[config.mk]
export PLATFORM = sky130hd
export DESIGN_NAME = seq_divider16
export DESIGN_NICKNAME = d
export VERILOG_FILES = /design/src/rtl/seq_divider16.sv
export SDC_FILE = /design/constraint.sdc
export NUM_CORES = 1
export LEC_CHECK = 0
export CAP_MARGIN = 20
export CORE_MARGIN = 2
export CORE_UTILIZATION = 45
export CTS_CLUSTER_SIZE = 8
export DETAILED_ROUTE_END_ITERATION = 7
export GPL_ROUTABILITY_DRIVEN = 0
export HOLD_SLACK_MARGIN = 0.03
export PLACE_DENSITY = 0.72
export SLEW_MARGIN = 30
export SYNTH_ARGS = -nofsm -noshare
export SYNTH_HDL_FRONTEND = slang
export SYNTH_SLANG_ARGS = --single-unit
[constraint.sdc]
create_clock -name clk -period 2.6 [get_ports clk]
set_clock_uncertainty 0.15 [all_clocks]
set_input_delay 0.39 -clock clk [delete_from_list [all_inputs] [get_ports clk]]
set_output_delay 0.39 -clock clk [all_outputs]
set_load 0.01 [all_outputs]
[src/rtl/seq_divider16.sv]
// seq_divider16: 32/16 unsigned restoring divider, one quotient bit per clock (16-clock latency).
// Optional early-exit error checking is enabled by defining DIV_ERR_CHECK_EN.
module seq_divider16 (
  input  logic        clk,
  input  logic        rst_n,
  input  logic        start,
  input  logic [31:0] dividend,
  input  logic [15:0] divisor,
  output logic [15:0] quotient,
  output logic [15:0] remainder,
  output logic        busy,
  output logic        done,
  output logic        div_zero,
  output logic        ovf
);

  // state | meaning
  // IDLE  | waiting for start
  // RUN   | one restoring step per clock, 16 steps (or 1 cycle on an error exit)
  // DONE  | results valid, done pulses; start here chains straight into RUN
  typedef enum logic [1:0] {IDLE, RUN, DONE} state_t;

  state_t      state_q;
  logic [4:0]  cnt_q;
  logic [15:0] prem_q;
  logic [15:0] dlo_q;
  logic [15:0] dvs_q;
  logic        err_zero_q;
  logic        err_ovf_q;

  logic [16:0] trial;
  logic [16:0] diff;
  logic        fits;
  logic [15:0] prem_d;
  logic [15:0] dlo_d;
  logic        err_zero_d;
  logic        err_ovf_d;

`ifdef DIV_ERR_CHECK_EN
  assign err_zero_d = (divisor == 16'd0);
  assign err_ovf_d  = (divisor != 16'd0) && (dividend[31:16] >= divisor);
`else
  assign err_zero_d = 1'b0;
  assign err_ovf_d  = 1'b0;
`endif

  // dlo_q shifts dividend bits out of the top while quotient bits enter at the bottom
  always_comb begin
    trial  = {prem_q, dlo_q[15]};
    diff   = trial - {1'b0, dvs_q};
    fits   = (trial >= {1'b0, dvs_q});
    prem_d = fits ? diff[15:0] : trial[15:0];
    dlo_d  = {dlo_q[14:0], fits};
  end

  always_ff @(posedge clk or negedge rst_n) begin
    if (!rst_n) begin
      state_q    <= IDLE;
      cnt_q      <= 5'd0;
      prem_q     <= 16'd0;
      dlo_q      <= 16'd0;
      dvs_q      <= 16'd0;
      err_zero_q <= 1'b0;
      err_ovf_q  <= 1'b0;
      quotient   <= 16'd0;
      remainder  <= 16'd0;
      busy       <= 1'b0;
      done       <= 1'b0;
      div_zero   <= 1'b0;
      ovf        <= 1'b0;
    end else begin
      case (state_q)
        IDLE, DONE: begin
          done <= 1'b0;
          if (start) begin
            dvs_q      <= divisor;
            prem_q     <= dividend[31:16];
            dlo_q      <= dividend[15:0];
            cnt_q      <= 5'd0;
            err_zero_q <= err_zero_d;
            err_ovf_q  <= err_ovf_d;
            busy       <= 1'b1;
            state_q    <= RUN;
          end else begin
            state_q <= IDLE;
          end
        end
        RUN: begin
          if (err_zero_q || err_ovf_q) begin
            quotient  <= 16'hFFFF;
            remainder <= 16'h0000;
            div_zero  <= err_zero_q;
            ovf       <= err_ovf_q;
            busy      <= 1'b0;
            done      <= 1'b1;
            state_q   <= DONE;
          end else begin
            prem_q <= prem_d;
            dlo_q  <= dlo_d;
            cnt_q  <= cnt_q + 5'd1;
            if (cnt_q == 5'd15) begin
              quotient  <= dlo_d;
              remainder <= prem_d;
              div_zero  <= 1'b0;
              ovf       <= 1'b0;
              busy      <= 1'b0;
              done      <= 1'b1;
              state_q   <= DONE;
            end
          end
        end
        default: state_q <= IDLE;
      endcase
    end
  end

endmodule

==> results_dict.tcl <==
set metrics [dict create \
    area_of_the_core_mm2 0.00982 \
    cts_root_buffer "sky130_fd_sc_hd__clkbuf_8" \
    grt_start_max_net_pins 65 \
    crit_fanout 3 \
    clkPwrFrac 0.110 \
    wl_per_cell_um 15.5 \
    synth_edf_count 0 \
    switchingPower_mw 3.97 \
    share_seq_of_total_power 0.280 \
    finalHoldViolCount 0 \
    max_buffers_root_to_sink 2 \
    via_count 3589 \
    crit_required_ns 2.70 \
    floorplan.die.width_um 105 \
    start_util 0.467 \
    critical_path.n_buffers_inverters 2 \
    numCtsBuffers 9 \
    path_common_cell "sky130_fd_sc_hd__inv_2" \
    mappedNetlistArea_mm2 0.00458 \
    postSynthRegisterBits 89 \
    num_antenna_cells 0 \
    worstHoldPathType "flip-flop to flip-flop" \
    place.port_buffers 84 \
    clk-insertion-delay-late_ns 0.37 \
    slew-limit-headroom 0.468 \
    via_per_inst 5.31 \
    worst_path_dominant_cell_family "compound AO/OA/AOI/OAI gates" \
    longest_individual_stage_delay_on_the_worst_path_ns 0.39 \
    outcome "finished, final reports clean" \
    power_switching_share 0.434 \
    synth.yosys.warnings 0 \
    tns_ns 0 \
    ctsHtreeMaxLevel 3 \
    crit_path_top_delay_cell "sky130_fd_sc_hd__dfrtp_1" \
    synth-async-reset-ratio 1.00 \
    routed_wl_mm 10.5 \
    setup.worst_path.end_class "flip-flop" \
    rows 36 \
    total_power_mw 9.14 \
    drt-pass1-iter-count 5 \
    slew_violations 0 \
    place_worst_setup_slack_ns -0.0103 \
    finalWorstSetupSlack_ns 0.0295 \
    io-pin-count 87 \
    postLayoutCellArea_mm2 0.00585 \
    detail_route.drc_violations 0 \
    placed_cell_area_mm2 0.00552 \
    synthesis.instances 449 \
    post_synthesis_cell_type_count 60 \
    critical_path.startpoint_type "flip-flop" \
    rsz0062_at_grt "yes" \
    power.internal_mw 5.17 \
    dp_hpwl_mm 7.35 \
    cap_viol_max_count 0 \
    clock-sinks 89 \
    fraction_of_the_cycle_the_final_worst_path_needs 0.989 \
    worst_setup_hold_path_clk_slew_ns 0.09 \
    detailedRoute.firstIterationViolations 159 \
    overflow 0 \
    layout_common_cells "sky130_fd_sc_hd__dfrtp_1 (89), sky130_fd_sc_hd__clkdlybuf4s50_1 (83), sky130_fd_sc_hd__nand2_1 (81)" \
    grt_pass1_wl_mm 17.6 \
    grt_util_all_layers 0.197 \
    first_global_vias 3774 \
    worstPathCellList "inv_2, ha_4, inv_2, fa_2, a21o_1, a221oi_4, o311ai_4, nor3_2, a311oi_1, mux2i_1, o21ai_1" \
    antenna_violations_before_repair 0 \
    fp.dieH_um 105 \
    power.ir.vdd_worst_uv 577 \
    period_minus_slack_ns 2.57 \
    max_freq_mhz 389 \
    power.density_mw_per_mm2 1560 \
    finalSetupViolCount 0 \
    avgSynthCellArea_um2 10.2 \
    worst-slew-pin-transition_ns 0.797 \
    critical_path_class "flip-flop to flip-flop" \
    combinationalPowerShare 0.611 \
    ant_nets 0 \
    critPathArrivalTime_ns 2.67 \
    tritoncts_clock_tree "yes" \
    fraction_of_final_layout_cells_with_drive_strength_greater_than_1 0.144 \
    synth_seq_area_share 0.486 \
    p_leak_nw 2.56 \
    most_common_cell_after_layout_fill_and_taps_aside "sky130_fd_sc_hd__dfrtp_1" \
    synthToLayoutAreaGrowth_pct 27.7 \
    floorplan.die_area_mm2 0.0110 \
    num-nets-final 608 \
    synth-main-ff-cell "sky130_fd_sc_hd__dfrtp_1" \
]
layer usage:
metal | vias up | part of all wire | track usage
li1 | 1751 | - | -
met1 | 1723 | 0.43 | 0.240
met2 | 102 | 0.49 | 0.340
met3 | 13 | 0.071 | 0.0630
met4 | 0 | 0.013 | 0.0467
met5 | - | 0 | 0
final timing paths:
path	startpoint	endpoint	slack, ns	depth (start not counted)
worst max-delay path	dlo_q[15]	prem_q[14]	0.03	11
worst min-delay path	cnt_q[4]	cnt_q[4]	0.34	2
worst max register to register	dlo_q[15]	prem_q[14]	0.03	11
worst min register to register	cnt_q[4]	cnt_q[4]	0.34	2
max in group asynchronous	rst_n	dvs_q[11]	1.26	3
min in group asynchronous	rst_n	remainder[9]	0.40	2
final cells by class:
class	count	area (um^2)
clock buffer	10	138
clock inverter	6	72.6
fill	877	3970
inverter	22	82.6
multi-input combinational	315	2190
sequential	89	2230
tap	133	166
timing repair buffer	101	981
Yosys cell counts, types with 3 or more instances:
cell / number / area share
sky130_fd_sc_hd__dfrtp_1: 89 / 0.49
sky130_fd_sc_hd__nand2_1: 82 / 0.067
sky130_fd_sc_hd__o21ai_0: 40 / 0.044
sky130_fd_sc_hd__a22oi_1: 30 / 0.049
sky130_fd_sc_hd__inv_1: 22 / 0.018
sky130_fd_sc_hd__o21ai_1: 22 / 0.024
sky130_fd_sc_hd__ha_1: 18 / 0.049
sky130_fd_sc_hd__mux2_2: 15 / 0.037
sky130_fd_sc_hd__mux2i_1: 14 / 0.031
sky130_fd_sc_hd__nor2_1: 11 / 0.0090
sky130_fd_sc_hd__a21oi_1: 9 / 0.0098
sky130_fd_sc_hd__clkbuf_1: 7 / 0.0057
sky130_fd_sc_hd__xnor2_1: 6 / 0.011
sky130_fd_sc_hd__a21o_1: 5 / 0.0082
sky130_fd_sc_hd__nand2b_1: 5 / 0.0068
sky130_fd_sc_hd__xor2_1: 5 / 0.0096
sky130_fd_sc_hd__buf_6: 4 / 0.0098
sky130_fd_sc_hd__nor3_1: 4 / 0.0044
sky130_fd_sc_hd__a21oi_2: 3 / 0.0057
sky130_fd_sc_hd__buf_1: 3 / 0.0025
sky130_fd_sc_hd__buf_4: 3 / 0.0049
sky130_fd_sc_hd__dlygate4sd1_1: 3 / 0.0057
sky130_fd_sc_hd__nand4_1: 3 / 0.0041
flip-flops by register name, indices dropped and copies added (netlist names), 2 cells and up:
name and count:
prem_q 16, dlo_q 16, quotient 16, dvs_q 16, cnt_q 5, state_q 2, remainder 16
power groups by stage:
stage / clock network, mW / logic [mW] / registers, mW
after global placement: 0 / 5.07 / 2.54
after global routing: 1.08 / 6.19 / 2.64
after floorplan: 0 / 3.69 / 2.58
after CTS: 1.02 / 5.33 / 2.55
after detailed placement: 0 / 5.21 / 2.57
final: 1.01 / 5.58 / 2.56
worst reg2reg max path: stages (launching register included):
cell	delay, ns
sky130_fd_sc_hd__dfrtp_1	0.39
sky130_fd_sc_hd__inv_2	0.08
sky130_fd_sc_hd__ha_4	0.13
sky130_fd_sc_hd__inv_2	0.04
sky130_fd_sc_hd__fa_2	0.36
sky130_fd_sc_hd__a21o_1	0.21
sky130_fd_sc_hd__a221oi_4	0.32
sky130_fd_sc_hd__o311ai_4	0.17
sky130_fd_sc_hd__nor3_2	0.21
sky130_fd_sc_hd__a311oi_1	0.07
sky130_fd_sc_hd__mux2i_1	0.23
sky130_fd_sc_hd__o21ai_1	0.10
what timing repair did:
| action | 4_1_cts | 5_1_grt |
|---|---|---|
| hold buffers | 1 | 0 |
| buffers inserted | 3 | 2 |
| cloned | 0 | 0 |
| pin swaps | 5 | 10 |
| hold endpoints to repair | 42 | 0 |
| endpoints found under the setup margin | 4 | 24 |
| resized for setup | 2 | 12 |
through the flow:
step	instances	hold WS, ns	util
global placement	654	0.276	0.563
floorplan	450	-0.0556	-
global route	676	0.363	0.596
detailed placement	654	0.275	0.563
CTS	674	0.341	0.588
finish	676	0.336	0.596
logic make-up (layout without fill, tap and decap cells):
kind of cell | after synthesis | in the layout | share of synthesized area
AO/OA/AOI/OAI | 134 | 134 | 0.199
flip-flops | 89 | 89 | 0.486
other | 1 | 2 | 0.000818
XOR/XNOR | 11 | 11 | 0.0210
AND/OR/NAND/NOR | 119 | 119 | 0.113
buffers and inverters | 46 | 139 | 0.0560
adder cells (fa/ha/maj) | 19 | 19 | 0.0535
multiplexers | 30 | 30 | 0.0707
No activity file was read; power rests on OpenSTA's default activity.
